**config.mk**
```make
export PLATFORM = sky130hd
export DESIGN_NAME = zdram_cpuport
export DESIGN_NICKNAME = d
export VERILOG_FILES = /design/src/rtl/zdram_cpuport.sv
export SDC_FILE = /design/constraint.sdc
export NUM_CORES = 1
export LEC_CHECK = 0
export BUFFER_PORTS_ARGS = -buffer_cell sky130_fd_sc_hd__buf_2
export CORE_UTILIZATION = 42
export DETAILED_ROUTE_END_ITERATION = 10
export PLACE_DENSITY = 0.77
export REMOVE_ABC_BUFFERS = 1
export SLEW_MARGIN = 0
export SYNTH_ARGS = -nofsm -noshare
export SYNTH_HDL_FRONTEND = slang
export SYNTH_SLANG_ARGS = --single-unit
export TNS_END_PERCENT = 30
```
**constraint.sdc**
```tcl
create_clock -name fclk -period 2.2 [get_ports fclk]
set_input_delay 0.22 -clock fclk [delete_from_list [all_inputs] [get_ports fclk]]
set_output_delay 0.22 -clock fclk [all_outputs]
set_load 0.005 [all_outputs]
```
**src/rtl/zdram_cpuport.sv**
```systemverilog
// CPU-side DRAM port: queues one Z80 access, issues it into a free DRAM slot, returns data with a strobe.
// Optional one-word read cache compiled in with `define ZDRAM_CPUPORT_RDCACHE_EN.
module zdram_cpuport (
    input  logic        fclk,
    input  logic        rst,
    input  logic        cend,
    input  logic        pre_cend,
    input  logic        dram_slot_free,
    input  logic        cpu_req,
    input  logic        cpu_rnw,
    input  logic [20:0] cpu_addr,
    input  logic [7:0]  cpu_wrdata,
    input  logic        cpu_wrbsel,
    output logic [15:0] cpu_rddata,
    output logic        cpu_strobe,
    output logic        cpu_stall,
    output logic        cpu_ovr,
    output logic        dram_req,
    output logic        dram_rnw,
    output logic [20:0] dram_addr,
    output logic [15:0] dram_wrdata,
    output logic [1:0]  dram_bsel,
    input  logic [15:0] dram_rddata
);

    typedef enum logic [1:0] {IDLE, PEND, ISSUED, ACT} state_t;

    state_t      state_q, state_d;
    logic        dram_req_q, dram_req_d;
    logic        rnw_q, rnw_d;
    logic [20:0] addr_q, addr_d;
    logic [7:0]  wrdata_q, wrdata_d;
    logic        wrbsel_q, wrbsel_d;
    logic [15:0] rddata_q, rddata_d;
    logic        strobe_q, strobe_d;
    logic        ovr_q, ovr_d;
    logic        busy;
    logic        cache_hit;
    logic        cache_wmatch;
    logic [15:0] cache_rd;

`ifdef ZDRAM_CPUPORT_RDCACHE_EN
    logic        valid_q, valid_d;
    logic [20:0] tag_q, tag_d;
    logic [15:0] cdata_q, cdata_d;

    assign cache_hit    = cpu_rnw & valid_q & (tag_q == cpu_addr);
    assign cache_wmatch = ~cpu_rnw & valid_q & (tag_q == cpu_addr);
    assign cache_rd     = cdata_q;
`else
    assign cache_hit    = 1'b0;
    assign cache_wmatch = 1'b0;
    assign cache_rd     = 16'h0000;
`endif

    always_comb begin
        state_d    = state_q;
        dram_req_d = dram_req_q;
        rnw_d      = rnw_q;
        addr_d     = addr_q;
        wrdata_d   = wrdata_q;
        wrbsel_d   = wrbsel_q;
        rddata_d   = rddata_q;
        strobe_d   = 1'b0;
        ovr_d      = ovr_q;
`ifdef ZDRAM_CPUPORT_RDCACHE_EN
        valid_d    = valid_q;
        tag_d      = tag_q;
        cdata_d    = cdata_q;
`endif
        case (state_q)
            IDLE: begin
                if (cpu_req) begin
                    if (cache_hit) begin
                        rddata_d = cache_rd;
                        strobe_d = 1'b1;
                    end else begin
                        rnw_d    = cpu_rnw;
                        addr_d   = cpu_addr;
                        wrdata_d = cpu_wrdata;
                        wrbsel_d = cpu_wrbsel;
                        if (pre_cend && dram_slot_free) begin
                            state_d    = ISSUED;
                            dram_req_d = 1'b1;
                        end else begin
                            state_d = PEND;
                        end
                    end
`ifdef ZDRAM_CPUPORT_RDCACHE_EN
                    // Write-through: keep the cached word coherent before DRAM sees the write.
                    if (cache_wmatch) begin
                        if (cpu_wrbsel) cdata_d[7:0]  = cpu_wrdata;
                        else            cdata_d[15:8] = cpu_wrdata;
                    end
`endif
                end
            end
            PEND: begin
                if (pre_cend && dram_slot_free) begin
                    state_d    = ISSUED;
                    dram_req_d = 1'b1;
                end
            end
            ISSUED: begin
                if (cend) begin
                    dram_req_d = 1'b0;
                    state_d    = ACT;
                end
            end
            ACT: begin
                if (cend) begin
                    if (rnw_q) begin
                        rddata_d = dram_rddata;
`ifdef ZDRAM_CPUPORT_RDCACHE_EN
                        valid_d  = 1'b1;
                        tag_d    = addr_q;
                        cdata_d  = dram_rddata;
`endif
                    end
                    strobe_d = 1'b1;
                    state_d  = IDLE;
                end
            end
            default: state_d = IDLE;
        endcase
        // Only one access is held; anything arriving while busy is lost.
        if (cpu_req && (state_q != IDLE)) ovr_d = 1'b1;
    end

    always_ff @(posedge fclk or posedge rst) begin
        if (rst) begin
            state_q    <= IDLE;
            dram_req_q <= 1'b0;
            rnw_q      <= 1'b0;
            addr_q     <= 21'h0;
            wrdata_q   <= 8'h0;
            wrbsel_q   <= 1'b0;
            rddata_q   <= 16'h0;
            strobe_q   <= 1'b0;
            ovr_q      <= 1'b0;
        end else begin
            state_q    <= state_d;
            dram_req_q <= dram_req_d;
            rnw_q      <= rnw_d;
            addr_q     <= addr_d;
            wrdata_q   <= wrdata_d;
            wrbsel_q   <= wrbsel_d;
            rddata_q   <= rddata_d;
            strobe_q   <= strobe_d;
            ovr_q      <= ovr_d;
        end
    end

`ifdef ZDRAM_CPUPORT_RDCACHE_EN
    always_ff @(posedge fclk or posedge rst) begin
        if (rst) begin
            valid_q <= 1'b0;
            tag_q   <= 21'h0;
            cdata_q <= 16'h0;
        end else begin
            valid_q <= valid_d;
            tag_q   <= tag_d;
            cdata_q <= cdata_d;
        end
    end
`endif

    // DRAM-side outputs are gated to zero while idle so reset values are all-zero.
    assign busy        = (state_q != IDLE);
    assign dram_req    = dram_req_q;
    assign dram_rnw    = busy & rnw_q;
    assign dram_addr   = busy ? addr_q : 21'h0;
    assign dram_wrdata = busy ? {wrdata_q, wrdata_q} : 16'h0;
    assign dram_bsel   = !busy ? 2'b00 : (rnw_q ? 2'b11 : {~wrbsel_q, wrbsel_q});
    assign cpu_stall   = cpu_req | busy;
    assign cpu_rddata  = rddata_q;
    assign cpu_strobe  = strobe_q;
    assign cpu_ovr     = ovr_q;

endmodule

```
Yosys cells after proc, flatten, opt, wreduce, memory -nomap -nowiden
Cells that the tools add are included.
Widths: inputs -> output; s select.
{"block": "word_totals", "out_inout_bits": 60, "wordCells": 44, "register_bits": 52, "inputBits": 53}
{"block": "op_classes", "eq_ne": 7, "muxes": 16, "reduce_logical": 9, "n_bitwise": 3}
{"op": "$mux 21", "count": 1}
{"op": "$mux 16", "count": 1}
{"op": "$mux 2", "count": 7}
{"op": "$ne 2x2->1 const B", "count": 4}
{"op": "$pmux 2 s4", "count": 1}
{"op": "$reduce_and 3->1", "count": 2}
{"op": "$mux 1", "count": 5}
{"op": "$eq 2x2->1 const B", "count": 2}
{"op": "$reduce_and 4->1", "count": 1}
{"op": "$pmux 1 s3", "count": 1}
{"op": "$reduce_bool 3->1", "count": 1}
{"op": "$eq 2x1->1 const B", "count": 1}
{"op": "$logic_and 1x1->1", "count": 2}
{"op": "$logic_not 2->1", "count": 1}
{"op": "$reduce_and 2->1", "count": 1}
{"op": "$reduce_bool 2->1", "count": 1}
{"op": "$and 1x1->1", "count": 1}
{"op": "$not 1->1", "count": 1}
{"op": "$or 1x1->1", "count": 1}

Logic depth before layout (Yosys ltp)
{"block": "depth", "ltp_word": 4, "depth_mapped": 6, "ltp_nobuf": 6}

Least setup slack after synthesis
OpenSTA, ideal clock, no wires.
{"block": "synth_timing", "kind": "register to register", "from": "register state_q[0]", "to": "register state_q[1]", "t_arrival_ps": 1404, "path_buffers": 0, "period_less_slack_ps": 1549, "setup_ps": 146, "t_required_ps": 2054, "path_slack_ps": 651, "stages_incl_launch_ff": 6, "cell_sequence": "dfrtp_1 > inv_1 > ha_1 > and2b_1 > a2111oi_2 > a32oi_1"}
{"block": "synth_between", "elab_chain_cells": 3, "word_cells_on_any_way": 10, "classes_between": "eq/ne (7); mux (1); reduce/logical (2)"}
{"element": "start: declaration", "line": "28", "source": "state_t state_q, state_d;"}
{"element": "start signal: assignment", "line": "142", "source": "state_q <= state_d;"}
{"element": "$eq 2x1->1, or another cell as far along", "line": "71", "source": "case (state_q)"}
{"element": "$ne 2x2->1 (no line)"}
{"element": "$reduce_and 4->1 (no line)"}
Parallel ways exist; a longest one is shown, timed or not.
A chain may end at the register's enable or synchronous reset.

Worst setup path in the final report
{"block": "layout_timing", "from": "register state_q[1]", "to": "output dram_wrdata[14]"}
{"block": "layout_between", "elab_chain_cells": 2}
{"element": "$reduce_bool 2->1", "line": "169", "source": "assign busy = (state_q != IDLE);"}
{"element": "$mux 16", "line": "173", "source": "assign dram_wrdata = busy ? {wrdata_q, wrdata_q} : 16'h0;"}
{"element": "end: declaration", "line": "21", "source": "output logic [15:0] dram_wrdata,"}
No other way between the ends.

==> metrics.txt <==
setup bufs post-CTS 0; Syn Area/Cell between 10 and 15 µm²; Comb power frac between 40% and 50%; Seq pwr share 37.9%; Seq cells post-synth 52; Slowest Stage Delay on Critical Path 0.42 ns; Root Driver clkbuf_8; P_sw ~1.4 mW; Syn. warnings 0; port bufs approximately 110; die width between 70 and 80 µm; Clk pin slew, worst setup/hold paths around 0.1 ns; TritonRoute pass-1 iters 4; # fillers 488; worst-case hold slack 0.141 ns; PnR worst setup slack 0.344 ns; clk_lat worst skew 0.30 ns; library cells used by synthesis 28; Hold Crit Class in2reg; core area 5510 µm²; PwrDens ~1400 nW/µm²; Hold-fix buffers, CTS 1; first-pass GRT wire length between 7000 and 8000 µm; hpwl dp 3390 µm; wire length per cell ~12 µm; Worst Skew 0.00709 ns; critical path cell sequence inv_1, ha_1, buf_4, nor2b_1, buf_2; Ant. Diodes 0; final instance count without filler cells roughly 360; vias after detailed routing 1651; Die Area 6000 µm²; CTS Buffer Depth 2; total gr overflow 0; status finished, final reports clean; max-capacitance violation count 0; fin nets 344; DR vias/cell 4.60; Clock Power Share ~15%; area of the multi-input gates 968 µm²; Area Growth Syn to Fin 29.8%; clock sinks 52; Post-Route WL 4470 µm; worst slack, placed 0.551 ns; startpoint types register; CP endpoint kind output port; GRT Total Usage 16.2%; Final GP Congestion 0.772; RSZ-0062 raised after global routing false; initial core utilization 43.5%; Seq/Total Area, Yosys 54.4%; layout cells sized above 1 61.0%; Worst Path Class, Setup reg2out; largest net degree at the start of global routing 34; post-synthesis cell area 2390 µm²; Max Freq 0.539 GHz; Final Slew Violations 0; Die Span Y 77.5 µm; DRT antenna net count 0; # DRC 0; Crit Path Max Fanout 33; Pint 2.98 mW; # setup viols final 0; IO Count 113; Resized cells post-CTS 0; sw frac a little under a third; Max H-tree Level 2; Crit path max-delay family buffers and inverters; Max VDD drop ~0.0006 V; # rows 27; Final Hold Viols 0; static leakage 1.62 nW; WP data required 1.98 ns; register area 1300 µm²; WP buf/inv 3; initial antenna violation count 0; Rel. slew slack 63.7%; CTS buffer count 5; Critical-path top delay cell dfrtp_1; CTS tree yes; critical path arrival 1.64 ns; Post-Synthesis Cells 178; 1st-iter DRT viols 49; crit path time final around 1.9 ns; setup TNS 0 ns; vias in the first global route 1687; Slew @ Worst Pin 0.544 ns; final period utilization 84.4%; placed cell count 350
-- worst paths after layout --
check	from	slack [ns]	end	cells past startpoint
worst max-delay path	state_q[1]	0.34	dram_wrdata[14]	5
worst min-delay path	cpu_addr[16]	0.14	addr_q[16]	2
worst max register to register	state_q[0]	0.55	state_q[1]	5
worst min register to register	cpu_ovr	0.46	cpu_ovr	1
max in group asynchronous	rst	1.17	addr_q[17]	4
min in group asynchronous	rst	0.50	cpu_rddata[9]	3
-- flip-flops by register name (all words and copies together) (netlist names), 2 cells and up --
signal / flops
addr_q: 21
cpu_rddata: 16
state_q: 2
wrdata_q: 8
-- layout by cell type, fill, tap and decap left out, drive strengths merged, types with 3 or more instances in the layout --
master,count
dfrtp,52
inv,8
ha,5
mux2,47
clkbuf,5
nand2,3
nor2,4
buf,115
nor2b,30
-- logic make-up after synthesis --
kind of cell | count (synthesis) | synth area share, %
fa+ha+maj | 5 | 2.61
simple gates | 43 | 10.9
compound gates | 9 | 3.29
flops | 52 | 54.4
buf+inv | 22 | 5.18
mux | 47 | 23.7
-- synth_stat cells (all sizes together) --
master    n  share of area, %
nor2      4              0.63
dfrtp    52                54
a32oi     1              0.37
nor3      1              0.21
inv       7               1.1
a21o      1              0.31
ha        5               2.6
nand2b    1              0.26
and2b     1              0.31
a2bb2oi   1              0.37
a21bo     1              0.42
nand2     3              0.78
a2111oi   1              0.63
o211ai    1              0.31
o21a      1              0.31
and3      1              0.26
nor2b    30               7.8
mux2     47                24
a22o      1              0.37
nor4      1              0.26
and2      1              0.31
a21oi     1              0.21
clkbuf    3              0.47
buf      12               3.6
-- worst reg2reg max path, cell delays in order (launching register included) --
cell and delay, ns:
dfrtp_1 0.40, inv_1 0.09, ha_1 0.22, and2b_1 0.21
a2111oi_2 0.41, a32oi_1 0.17
-- layer usage --
layer	track usage [%]	wire, µm
met5	0	0
met2	27.2	2100
met4	6.23	48
met1	20.6	2000
met3	3.29	323
-- layout make-up --
cell class              instances  share of cell area, %
flip-flops and latches         52                   41.9
clock inverters                 3                   1.49
repair buffers                116                   19.5
multi-input cells             104                   31.2
inverters                       7                  0.846
well taps                      72                   2.90
clock buffers                   5                   2.22
-- power groups by stage --
stage	registers [mW]	logic [mW]	clock network, mW
floorplan	1.64	1.26	0
global placement	1.66	2.03	0
detailed placement	1.68	2.09	0
CTS	1.66	2.09	0.678
global route	1.73	2.30	0.715
finish	1.66	2.06	0.655
-- per-stage QoR --
stage	utilization (%)	power [mW]	cell area, µm²
2_1_floorplan	-	2.90	2300
3_3_place_gp	54.1	3.69	2980
3_5_place_dp	54.1	3.77	2980
4_1_cts	56.4	4.44	3110
5_1_grt	56.4	4.74	3110
6_report	56.4	4.37	3110
(Power assumes the default switching activity.)
